File: config.mk
export PLATFORM = sky130hd
export DESIGN_NAME = vector_pack_seq
export DESIGN_NICKNAME = d
export VERILOG_FILES = /design/src/rtl/vector_pack_seq.sv
export SDC_FILE = /design/constraint.sdc
export NUM_CORES = 1
export LEC_CHECK = 0
export BUFFER_PORTS_ARGS = -buffer_cell sky130_fd_sc_hd__buf_4
export CORE_MARGIN = 5
export CORE_UTILIZATION = 55
export CTS_BUF_LIST = sky130_fd_sc_hd__clkbuf_4
export DETAILED_ROUTE_END_ITERATION = 6
export PLACE_DENSITY = 0.82
export SLEW_MARGIN = 5
export SYNTH_ARGS = -nofsm -noshare
export SYNTH_HDL_FRONTEND = slang
export SYNTH_SLANG_ARGS = --single-unit
File: constraint.sdc
create_clock -name clk -period 1.3 [get_ports clk]
set_input_delay 0.13 -clock clk [delete_from_list [all_inputs] [get_ports clk]]
set_output_delay 0.13 -clock clk [all_outputs]
set_load 0.03 [all_outputs]
File: src/rtl/vector_pack_seq.sv
// vector_pack_seq
//   Collects six 5-bit fields (a..f) from a serial producer, packs them into
//   the 32-bit word {a, b, c, d, e, f, PAD} and streams that word to a
//   byte-wide consumer MSB byte first (w, x, y, z).
//
// Ports
//   clk, rst_n     clock / asynchronous active-low reset
//   flush          synchronous abort of the frame in progress
//   in_valid       producer offers in_data
//   in_data[4:0]   field value, order a..f
//   in_ready       registered; high while collecting fields
//   out_valid      registered; out_data holds a byte of the packed word
//   out_data[7:0]  current byte (w = word[31:24] ... z = word[7:0])
//   out_last       high together with byte z
//   out_ready      consumer accepts the byte this cycle
//   frame_count    completed frames, wraps modulo 256
module vector_pack_seq #(
    parameter logic [1:0] PAD = 2'b11
) (
    input  logic       clk,
    input  logic       rst_n,
    input  logic       flush,
    input  logic       in_valid,
    input  logic [4:0] in_data,
    output logic       in_ready,
    output logic       out_valid,
    output logic [7:0] out_data,
    output logic       out_last,
    input  logic       out_ready,
    output logic [7:0] frame_count
);

    typedef enum logic {COLLECT, EMIT} state_t;

    localparam int NUM_FIELDS = 6;
    localparam int FIELD_W    = 5;

    state_t                                 state;
    logic [2:0]                             fcnt;
    logic [1:0]                             bcnt;
    // fields[0] = a ... fields[5] = f
    logic [NUM_FIELDS-1:0][FIELD_W-1:0]     fields;

    logic        in_hs;
    logic        out_hs;
    logic [31:0] word_cur;   // word built from the stored fields
    logic [31:0] word_fill;  // word as it will be once the arriving field lands in slot f

    // Byte idx of a word, MSB byte first.
    function automatic logic [7:0] pick(input logic [31:0] w, input logic [1:0] idx);
        logic [7:0] b;
        case (idx)
            2'd0:    b = w[31:24];
            2'd1:    b = w[23:16];
            2'd2:    b = w[15:8];
            default: b = w[7:0];
        endcase
        return b;
    endfunction

    // in_ready/out_valid are themselves state-qualified registers, so the
    // handshakes need no extra decode.
    assign in_hs  = in_valid & in_ready;
    assign out_hs = out_valid & out_ready;

    assign word_cur  = {fields[0], fields[1], fields[2], fields[3], fields[4], fields[5], PAD};
    assign word_fill = {fields[0], fields[1], fields[2], fields[3], fields[4], in_data,   PAD};

    always_ff @(posedge clk or negedge rst_n) begin
        if (!rst_n) begin
            state       <= COLLECT;
            fcnt        <= '0;
            bcnt        <= '0;
            fields      <= '0;
            in_ready    <= 1'b0;
            out_valid   <= 1'b0;
            out_data    <= '0;
            out_last    <= 1'b0;
            frame_count <= '0;
        end else if (flush) begin
            // Abort wins over any handshake in the same cycle.
            state     <= COLLECT;
            fcnt      <= '0;
            bcnt      <= '0;
            fields    <= '0;
            in_ready  <= 1'b1;
            out_valid <= 1'b0;
            out_data  <= '0;
            out_last  <= 1'b0;
        end else begin
            case (state)
                COLLECT: begin
                    // Also raises in_ready on the first edge after reset.
                    in_ready <= 1'b1;
                    if (in_hs) begin
                        fields[fcnt] <= in_data;
                        if (fcnt == 3'(NUM_FIELDS - 1)) begin
                            // Last field: present byte w on the very next cycle,
                            // built from the incoming field directly.
                            fcnt      <= '0;
                            state     <= EMIT;
                            in_ready  <= 1'b0;
                            out_valid <= 1'b1;
                            out_data  <= pick(word_fill, 2'd0);
                            out_last  <= 1'b0;
                        end else begin
                            fcnt <= fcnt + 3'd1;
                        end
                    end
                end
                EMIT: begin
                    if (out_hs) begin
                        if (bcnt == 2'd3) begin
                            bcnt        <= '0;
                            state       <= COLLECT;
                            frame_count <= frame_count + 8'd1;
                            in_ready    <= 1'b1;
                            out_valid   <= 1'b0;
                            out_data    <= '0;
                            out_last    <= 1'b0;
                        end else begin
                            bcnt     <= bcnt + 2'd1;
                            out_data <= pick(word_cur, bcnt + 2'd1);
                            out_last <= (bcnt == 2'd2);
                        end
                    end
                    // Without a handshake out_data/out_last hold.
                end
                default: state <= COLLECT;
            endcase
        end
    end

endmodule

==> results.md, run 1 <==
* Outcome: complete, but fails checks
* Failing checks: setup timing
* Total Power at 3310 µW
* Fin worst setup slack at -0.232 ns
* Clock Path Buffers at 2
* Antenna violations before repair at 0
* Routability congestion estimate at 0.817
* Crit Path Class: reg2reg
* DRT iter0 DRCs at 381
* Number of synthesized flops with an enable pin at 0
* Fin util at 79.3%
* Initial Util at 56.4%
* Post-placement setup slack at -0.149 ns
* TNS Setup at -3.40 ns
* #FFs+latches synth at 55
* CORE AREA at 5070 µm²
* Hpwl dp at 5700 µm
* Worst skew pair latency at 0.39 ns
* GRT overflow at 0
* Achievable Freq at 0.653 GHz
* Mapped Avg Cell Area at 10.4 µm²
* Die Span Y at 82.1 µm
* Static Leakage at 0.00180 µW
* HP Class: in2async
* Die area at 6750 µm²
* Kind of end point of the critical path: flop
* Peak supply drop at 0.646 mV
* Final ANT Viol Nets at 0
* Worst Setup Start Kind: flop
* Ant. Diodes at 0
* CTS Buf Count at 5
* CP required at 1.57 ns
* Hold Violations, Final at 0
* Slew headroom at 69.6%
* Gate power share at 15.2%
* Synth async-reset ratio at 100%
* Area growth from synthesis to layout at 40.5%
* Post-Syn Nets at 293
* Ys flop type: dfrtp_1
* CTS root buf: clkbuf_4
* H-tree Lvls at 2
* RSZ-0062 raised after global routing: yes
* Pwr Density at 823 nW/µm²
* CTS tree: built
* Post-Place Cell Area at 3390 µm²
* Overall Global Routing Usage at 25.7%
* Net Sw Frac at 28.1%
* Core Rows at 26
* Switching power at 932 µW
* Design Area, Final at 4020 µm²
* Clock sink count at 55
* WL/cell at 24.3 µm
* Synthesis warning total at 0
* First-pass GRT wire length at 13100 µm
* Final WL at 9980 µm
* Max FO, Critical Path at 10
* Vias in the first global route at 2576
* Clk pwr share at 30.4%
* Nets at 357
* Worst-path clk slew at 0.17 ns
* Fin crit share at 118%
* Pin count of the biggest net entering global routing at 27
* Crit path arrival time at 1.80 ns
* Final Max Tran Viols at 0
* Vias/cell at 6.63
* Min cycle time layout at 1.53 ns
* Boundary Pins at 29
* Fraction of layout cells with a size suffix above 1 at 43.7%
* Pint at 2380 µW
* TritonRoute pass-1 iters at 5
* Max Clock Skew at 0.0105 ns
* Max Cap Viol at 0
* Synth Instances at 276
* Least-Margin Pin Slew at 0.456 ns
* Post-route DRC violation count at 0
* Sequential share of power at 54.4%
* Cell variety after synth at 44
* IO Port Bufs at 28
* Die Wd at 82.1 µm
* Final setup vio count at 40
* Cell area after synthesis at 2860 µm²
* Via count at 2724
* Sequential share of the synthesized area at 48.1%
[cell usage in the layout (no fill, tap or decap), types with 5 or more instances in the layout]
| cell | n |
|---|---|
| mux2i_1 | 19 |
| clkbuf_4 | 5 |
| dfrtp_1 | 49 |
| o21ai_1 | 6 |
| o211ai_1 | 6 |
| a21o_1 | 7 |
| nand2_1 | 12 |
| nand3_2 | 7 |
| a22o_1 | 6 |
| a21oi_2 | 12 |
| dlygate4sd3_1 | 6 |
| a31oi_1 | 8 |
| buf_4 | 59 |
| nand2b_1 | 31 |
| buf_6 | 9 |
| nand3_4 | 7 |
| o21ai_0 | 8 |
| dfrtp_2 | 6 |
| a211oi_2 | 7 |
[per-stage QoR]
stage,hold WS (ns),std cells
CTS,0.128,405
global route,0.163,411
finish,0.168,411
detailed placement,0.0560,388
floorplan,-0.166,276
global placement,0.0549,388
[sequential cells by signal (all words and copies together) (netlist names)]
name	cells
bcnt	2
fcnt	3
fields	30
frame_count	8
in_ready	1
out_data	8
out_last	1
out_valid	1
state	1
[cells in the mapped netlist, types with 2 or more instances]
cell	n	share of area, %
mux2i_1	20	7.0
o21ai_0	8	1.4
a22o_1	6	1.8
clkbuf_1	9	1.2
nand3_1	16	2.8
buf_2	10	1.7
ha_1	7	3.1
nor2_1	5	0.66
dfrtp_1	55	48
inv_1	4	0.52
a21o_1	7	1.8
xor2_1	4	1.2
nand2b_1	32	7.0
a31oi_1	8	1.7
a21oi_1	14	2.4
nand2_1	13	1.7
o21ai_1	7	1.2
nor4_1	2	0.44
a211oi_1	9	2.4
nand4_1	3	0.66
a221o_1	2	0.70
o31ai_1	2	0.52
xnor2_1	4	1.2
nor2b_1	4	0.87
o211ai_1	6	1.6
[cell families (layout without fill, tap and decap cells)]
group                      count (synthesis)  in the layout  share of synthesized area [%]
DFF                                       55             55                           48.1
and+or+nand+nor                           88             88                           18.4
xor gates and xnor gates                   8              8                           2.45
adders and majority gates                  7              7                           3.06
AOI/OAI and AO/OA                         73             73                           16.8
buffers and inverters                     24             89                           3.85
muxes                                     21             21                           7.39
[power groups by stage]
stage	clock (µW)	sequential (µW)	combinational, µW
5_1_grt	1060	1800	528
3_3_place_gp	0	1820	383
2_1_floorplan	0	1850	168
4_1_cts	1010	1800	441
3_5_place_dp	0	1820	393
6_report	1010	1800	503
[metal layers]
layer	track usage, %	wire length (µm)	vias to the layer above
met4	6.31	586	0
met1	33.6	3720	1350
met5	0	0	-
li1	-	-	1121
met3	4.99	856	58
met2	43.8	4820	195
[final timing paths]
kind	from	slack [ns]	endpoint	cells past startpoint
max reg2reg	bcnt[1]	-0.23	out_data[7]	5
max in group asynchronous	rst_n	0.63	fcnt[1]	3
max	bcnt[1]	-0.23	out_data[7]	5
min in group clk	in_valid	0.17	fcnt[0]	4
min reg2reg	frame_count[7]	0.52	frame_count[7]	1
min	rst_n	0.17	fields[13]	2
[area by class of cell]
class	count	area (µm²)
flip-flops and latches	55	1380
clock buffers	5	37.5
clock inverters	3	46.3
repair buffers	77	659
fillers	288	1050
well taps	70	87.6
multi-input cells	197	1790
inverters	4	17.5
[worst max-delay path, cell delays in order, from the launching register on]
cell and delay, ns:
dfrtp_2 0.49, buf_4 0.17, ha_4 0.20, a21o_1 0.16
o211ai_1 0.24, a31oi_1 0.15
[what timing repair did]
action                                  4_1_cts  5_1_grt
endpoints found under the setup margin       41       53
hold buffers                                  6        0
setup buffers                                 2        8
gates resized for setup                      34       53
gates cloned                                  1        0
pin swaps                                    17       28
hold endpoints to repair                     64        0
(Power assumes the default switching activity.)
==> inputs of run 2 (changes only) <==
Settings changed: PLACE_DENSITY 0.82 to 0.78.
==> run 2 against run 1 <==
Compared with the run above:
- cell area is 0.68% lower
- non-clock buffer count is 4 lower
- the run ends with DRC, setup timing left
- highest routed layer unchanged
- sequential share of layout area is 0.30 points higher
- first-iteration DRC count is 18% lower
==> results.md, run 2 (synthesized netlist as in run 1, its figures left out) <==
* Antenna violations before repair at 0 (unchanged)
* Fin worst setup slack at -0.164 ns (was -0.232 ns)
* Max reg flops at 30 (unchanged)
* Fin crit share at 113% (was 118%)
* WL/cell at 21.6 µm (was 24.3 µm)
* Top Registers: fields: 30 flops, frame_count: 8 flops, out_data: 8 flops (unchanged)
* Overall Global Routing Usage at 24.4% (was 25.7%)
* Routability congestion estimate at 0.805 (was 0.817)
* Final Max Tran Viols at 0 (unchanged)
* Dpl cells at 386 (was 388)
* Ant. Diodes at 0 (unchanged)
* Die area at 6750 µm² (unchanged)
* Final WL at 8820 µm (was 9980 µm)
* Hold Violations, Final at 0 (unchanged)
* Nets at 354 (was 357)
* Crit path to: frame_count[1] (was out_data[7])
* CTS tree: built (unchanged)
* Achievable Freq at 0.683 GHz (was 0.653 GHz)
* Worst flop-to-flop path startpoint: bcnt[1] (unchanged)
* R2R cell count at 4 (was 5)
* Boundary Pins at 29 (unchanged)
* Max stage delay on crit path at 0.44 ns (was 0.49 ns)
* DRT iter0 DRCs at 312 (was 381)
* Hpwl dp at 5140 µm (was 5700 µm)
* Max FO, Critical Path at 5 (was 10)
* RR Endpoint: frame_count[1] (was out_data[7])
* Static Leakage at 0.00180 µW (about the same)
* HP Class: in2reg (was in2async)
* Commonest cells after routing, fill and taps aside: buf_4, dfrtp_1, nand2b_1 (unchanged)
* Bufs and invs on worst path at 0 (was 1)
* Peak supply drop at 0.609 mV (was 0.646 mV)
* Initial Util at 56.4% (unchanged)
* Crit path from: bcnt[1] (unchanged)
* Final ANT Viol Nets at 0 (unchanged)
* Slew headroom at 68.6% (was 69.6%)
* Worst skew pair latency at 0.38 ns (was 0.39 ns)
* CORE AREA at 5070 µm² (unchanged)
* Via count at 2598 (was 2724)
* Worst reg2reg setup slack at -0.16 ns (was -0.23 ns)
* Core Rows at 26 (unchanged)
* Min cycle time layout at 1.46 ns (was 1.53 ns)
* Kind of end point of the critical path: flop (unchanged)
* Fraction of layout cells with a size suffix above 1 at 44.4% (was 43.7%)
* First-pass GRT wire length at 12400 µm (was 13100 µm)
* Die Span Y at 82.1 µm (unchanged)
* Clock Path Buffers at 2 (unchanged)
* Failing checks: DRC, setup timing (was setup timing)
* Crit path arrival time at 1.73 ns (was 1.80 ns)
* Clock sink count at 55 (unchanged)
* Pwr Density at 864 nW/µm² (was 823 nW/µm²)
* Max Cap Viol at 0 (unchanged)
* TritonRoute pass-1 iters at 7 (was 5)
* Vias/cell at 6.37 (was 6.63)
* CP top delay family: flip-flops (was compound AO/OA/AOI/OAI gates)
* Crit Path Class: reg2reg (unchanged)
* RSZ-0062 raised after global routing: yes (unchanged)
* Pin count of the biggest net entering global routing at 43 (was 27)
* CTS Buf Count at 5 (unchanged)
* Post-route DRC violation count at 1 (was 0)
* Final setup vio count at 42 (was 40)
* Biggest register: fields (unchanged)
* Max Clock Skew at 0.0124 ns (was 0.0105 ns)
* Worst-path clk slew at 0.16 ns (was 0.17 ns)
* Worst Setup Start Kind: flop (unchanged)
* IO Port Bufs at 28 (unchanged)
* Fin util at 78.7% (was 79.3%)
* CP required at 1.57 ns (about the same)
* Levels on crit path at 4 (was 5)
* H-tree Lvls at 2 (unchanged)
* Vias in the first global route at 2403 (was 2576)
* Least-Margin Pin Slew at 0.471 ns (was 0.456 ns)
* CTS root buf: clkbuf_4 (unchanged)
* Sequence of cells on the critical path: ha_2, nand3_4, nor2_2, mux2_1 (was buf_4, ha_4, a21o_1, o211ai_1, a31oi_1)
* Die Wd at 82.1 µm (unchanged)
* CP max-delay cell: dfrtp_2 (unchanged)
* GRT overflow at 0 (unchanged)
* Final cell count without fillers at 408 (was 411)
* Most common cell after layout, fill and taps aside: buf_4 (unchanged)
* Area growth from synthesis to layout at 39.6% (was 40.5%)
* Outcome: complete, but fails checks (unchanged)
==> run 2: worst min-delay path by stage <==
| stage | start | to | slack, ns | cells past startpoint |
|---|---|---|---|---|
| final | in_data[1] | fields[26] | 0.02 | 3 |
| after floorplan | rst_n | bcnt[0] | -0.17 | 0 |
| after global routing | in_data[1] | fields[26] | -0.008 | 3 |
| after global placement | rst_n | out_data[4] | 0.11 | 1 |
| after detailed placement | rst_n | out_data[4] | 0.12 | 1 |
| after CTS | in_data[1] | fields[26] | 0.00002 | 3 |
==> run 2: through the flow <==
step / setup TNS [ns] / hold slack, ns / cell area [µm²] / setup slack (ns) / power [µW]
final: -2.08 / 0.0167 / 4000 / -0.164 / 3450
after global routing: -4.77 / -0.00839 / 4000 / -0.187 / 3570
after CTS: -0.963 / 0.0000157 / 3730 / -0.117 / 3400
after detailed placement: -2.22 / 0.115 / 3390 / -0.135 / 2220
after global placement: -1.66 / 0.109 / 3390 / -0.112 / 2210
after floorplan: -0.601 / -0.166 / 2960 / -0.0606 / 2020
==> run 2: repair_timing <==
action                     CTS  global route
gates resized for setup     40            51
setup endpoints to repair   44            56
setup buffers                4             4
hold endpoints to repair    36             2
cloned                       0             1
pin swaps                   22            13
hold buffers                 3             2
==> run 2: report_power, final <==
group / switching (µW) / leakage (µW) / internal (µW)
Clock: 541 / 0.0000559 / 622
Sequential: 43.4 / 0.000733 / 1760
Combinational: 275 / 0.00101 / 212
Total: 860 / 0.00180 / 2590
==> run 2: tightest hold or removal path, cell delays in order <==
cell and delay [ns]:
buf_4 0.13, nand3_2 0.07, a21oi_2 0.04
==> run 2: routing by layer <==
layer  GRT usage, %  wire length [µm]  part of all wire [%]
met5              0                 0                     0
met4           6.81               354                   4.0
met3           3.69               691                   7.8
met2           39.2              4290                    49
met1           34.6              3480                    39
==> run 2: final cells by class <==
cell class	count	area [µm²]
inverters	4	20.0
fillers	301	1080
clock inverters	2	60.1
repair buffers	73	654
well taps	70	87.6
clock buffers	6	45.0
multi-input cells	198	1740
flip-flops and latches	55	1390
==> inputs of run 3 (changes only) <==
--- a/config.mk
+++ b/config.mk
@@ -12,3 +12,5 @@
 export DETAILED_ROUTE_END_ITERATION = 6
+export GPL_ROUTABILITY_DRIVEN = 0
 export PLACE_DENSITY = 0.78
+export REMOVE_ABC_BUFFERS = 1
 export SLEW_MARGIN = 5
==> constraint.sdc (replaced) <==
create_clock -name clk -period 1.3 [get_ports clk]
set_input_delay 0.26 -clock clk [delete_from_list [all_inputs] [get_ports clk]]
set_output_delay 0.26 -clock clk [all_outputs]
set_load 0.03 [all_outputs]
==> run 3 against run 2 <==
Compared with the run above:
- register-to-register slack got worse by 0.08 ns
- die area did not move
- first-iteration DRC count fell by 6.7%
- via count fell by 1.5%
- the run ends with setup timing left
- final cell count fell by 0.49%
- non-clock buffer count fell by 1
- wire length rose by 3.0%
- clock power fell by 38%
- highest routed layer unchanged
==> results.md, run 3 (synthesized netlist as in run 1, its figures left out) <==
* Crit Path Class: reg2reg (unchanged)
* Ant. Diodes at 0 (unchanged)
* Vias/cell at 6.30 (was 6.37)
* Biggest register: fields (unchanged)
* Initial Util at 56.4% (unchanged)
* Hpwl dp at 5060 µm (was 5140 µm)
* Vias in the first global route at 2507 (was 2403)
* Max FO, Critical Path at 7 (was 5)
* WL/cell at 22.4 µm (was 21.6 µm)
* Final Max Tran Viols at 0 (unchanged)
* RSZ-0062 raised after global routing: yes (unchanged)
* Die Wd at 82.1 µm (unchanged)
* Failing checks: setup timing (was DRC, setup timing)
* Slew headroom at 74.0% (was 68.6%)
* Hold slack at 0.125 ns (was 0.0167 ns)
* Design Area, Final at 3920 µm² (was 4000 µm²)
* Static Leakage at 0.00180 µW (about the same)
* Clock sink count at 55 (unchanged)
* CTS tree: built (unchanged)
* Fraction of layout cells with a size suffix above 1 at 42.0% (was 44.4%)
* Fill cells at 311 (was 301)
* Final cell count without fillers at 406 (was 408)
* GRT overflow at 0 (unchanged)
* Worst Setup Start Kind: flop (unchanged)
* Max Cap Viol at 0 (unchanged)
* Top Registers: fields: 30 flops, frame_count: 8 flops, out_data: 8 flops (unchanged)
* CP top delay family: compound AO/OA/AOI/OAI gates (was flip-flops)
* Multi-input gate area at 1740 µm² (about the same)
* Dpl cells at 386 (unchanged)
* Via count at 2559 (was 2598)
* Final setup vio count at 43 (was 42)
* Fin crit share at 119% (was 113%)
* Peak supply drop at 0.616 mV (was 0.609 mV)
* Pin count of the biggest net entering global routing at 31 (was 43)
* Hold Violations, Final at 0 (unchanged)
* CP max-delay cell: dfrtp_2 (unchanged)
* Crit path arrival time at 1.85 ns (was 1.73 ns)
* Kind of end point of the critical path: flop (unchanged)
* Worst skew pair latency at 0.38 ns (about the same)
* Antenna violations before repair at 0 (unchanged)
* Bufs and invs on worst path at 1 (was 0)
* Boundary Pins at 29 (unchanged)
* Post-route DRC violation count at 0 (was 1)
* Total Power at 2980 µW (was 3450 µW)
* CP required at 1.61 ns (was 1.57 ns)
* Most common cell after layout, fill and taps aside: buf_4 (unchanged)
* Nets at 353 (was 354)
* Worst-path clk slew at 0.16 ns (about the same)
* Final ANT Viol Nets at 0 (unchanged)
* Overall Global Routing Usage at 25.5% (was 24.4%)
* Outcome: complete, but fails checks (unchanged)
* First-pass GRT wire length at 12700 µm (was 12400 µm)
* Least-Margin Pin Slew at 0.389 ns (was 0.471 ns)
* Fin worst setup slack at -0.245 ns (was -0.164 ns)
* CTS Buf Count at 5 (unchanged)
* Die area at 6750 µm² (unchanged)
* Sequence of cells on the critical path: buf_4, ha_4, a21boi_1, o21ai_0, a31oi_1 (was ha_2, nand3_4, nor2_2, mux2_1)
* Achievable Freq at 0.647 GHz (was 0.683 GHz)
* Commonest cells after routing, fill and taps aside: buf_4, dfrtp_1, nand2b_1 (unchanged)
* Max stage delay on crit path at 0.44 ns (about the same)
* Fin util at 77.2% (was 78.7%)
* Die Span Y at 82.1 µm (unchanged)
* HP Class: in2reg (unchanged)
* H-tree Lvls at 2 (unchanged)
* Sequential cell area at 1380 µm² (was 1390 µm²)
* Pwr Density at 761 nW/µm² (was 864 nW/µm²)
* Min cycle time layout at 1.55 ns (was 1.46 ns)
* Post-Place Cell Area at 3340 µm² (was 3390 µm²)
* CORE AREA at 5070 µm² (unchanged)
* CTS root buf: clkbuf_4 (unchanged)
* Max reg flops at 30 (unchanged)
* Area growth from synthesis to layout at 36.9% (was 39.6%)
* DRT iter0 DRCs at 291 (was 312)
* IO Port Bufs at 28 (unchanged)
* Final WL at 9080 µm (was 8820 µm)
* Core Rows at 26 (unchanged)
* TritonRoute pass-1 iters at 4 (was 7)
* Clock Path Buffers at 2 (unchanged)
* Max Clock Skew at 0.0172 ns (was 0.0124 ns)
-- run 3: changes by cell type in the layout (fill, tap and decap cells not counted), moves of 3 or more --
cell / before / now
buf_4: 51 / 54
dlygate4sd3_1: 5 / 1
a211oi_1: 2 / 5
dfrtp_2: 8 / 5
dfrtp_1: 47 / 50
a211oi_2: 7 / 4
nand3_1: 4 / 7
-- run 3: repair_timing --
item                       CTS  global route
pin swaps                   18            28
setup endpoints to repair   52            58
resized for setup           48            45
setup buffers                8             4
hold endpoints to repair    25             0
gates cloned                 0             2
hold buffers                 1             0
-- run 3: worst paths after layout --
| check | startpoint | to | slack [ns] | depth (start not counted) |
|---|---|---|---|---|
| min reg2reg | frame_count[7] | frame_count[7] | 0.52 | 1 |
| max reg2reg | bcnt[1] | out_data[0] | -0.25 | 5 |
| min in group asynchronous | rst_n | fields[8] | 0.32 | 2 |
| min | flush | out_valid | 0.12 | 2 |
| max | bcnt[1] | out_data[0] | -0.25 | 5 |
| max in group asynchronous | rst_n | fields[24] | 0.50 | 3 |
-- run 3: final cells by class --
class                   count  share of cell area, %
clock buffers               5                  0.958
clock inverters             2                  0.223
inverters                   4                  0.383
multi-input cells         198                   44.3
flip-flops and latches     55                   35.3
well taps                  70                   2.23
repair buffers             72                   16.6
-- run 3: power breakdown --
part | internal (µW) | switching (µW) | total, µW
logic | 199 | 266 | 465
registers | 1760 | 41.0 | 1800
clock network | 194 | 527 | 721
total | 2150 | 834 | 2980
-- run 3: per-stage QoR --
stage	worst slack, ns	TNS [ns]
detailed placement	-0.253	-3.93
floorplan	-0.554	-13.42
finish	-0.245	-4.04
CTS	-0.102	-1.44
global placement	-0.182	-2.63
global route	-0.292	-6.85
-- run 3: worst reg2reg max path, stage by stage (launching register included) --
cell and delay [ns]:
dfrtp_2 0.44, buf_4 0.17, ha_4 0.19, a21boi_1 0.29
o21ai_0 0.17, a31oi_1 0.20
-- run 3: layer usage --
| metal | routed length [µm] | GRT usage [%] | vias to the layer above |
|---|---|---|---|
| met3 | 728 | 6.51 | 39 |
| li1 | - | - | 1119 |
| met4 | 388 | 11.5 | 0 |
| met2 | 4550 | 41.5 | 147 |
| met1 | 3420 | 31.9 | 1254 |
| met5 | 0 | 0 | - |
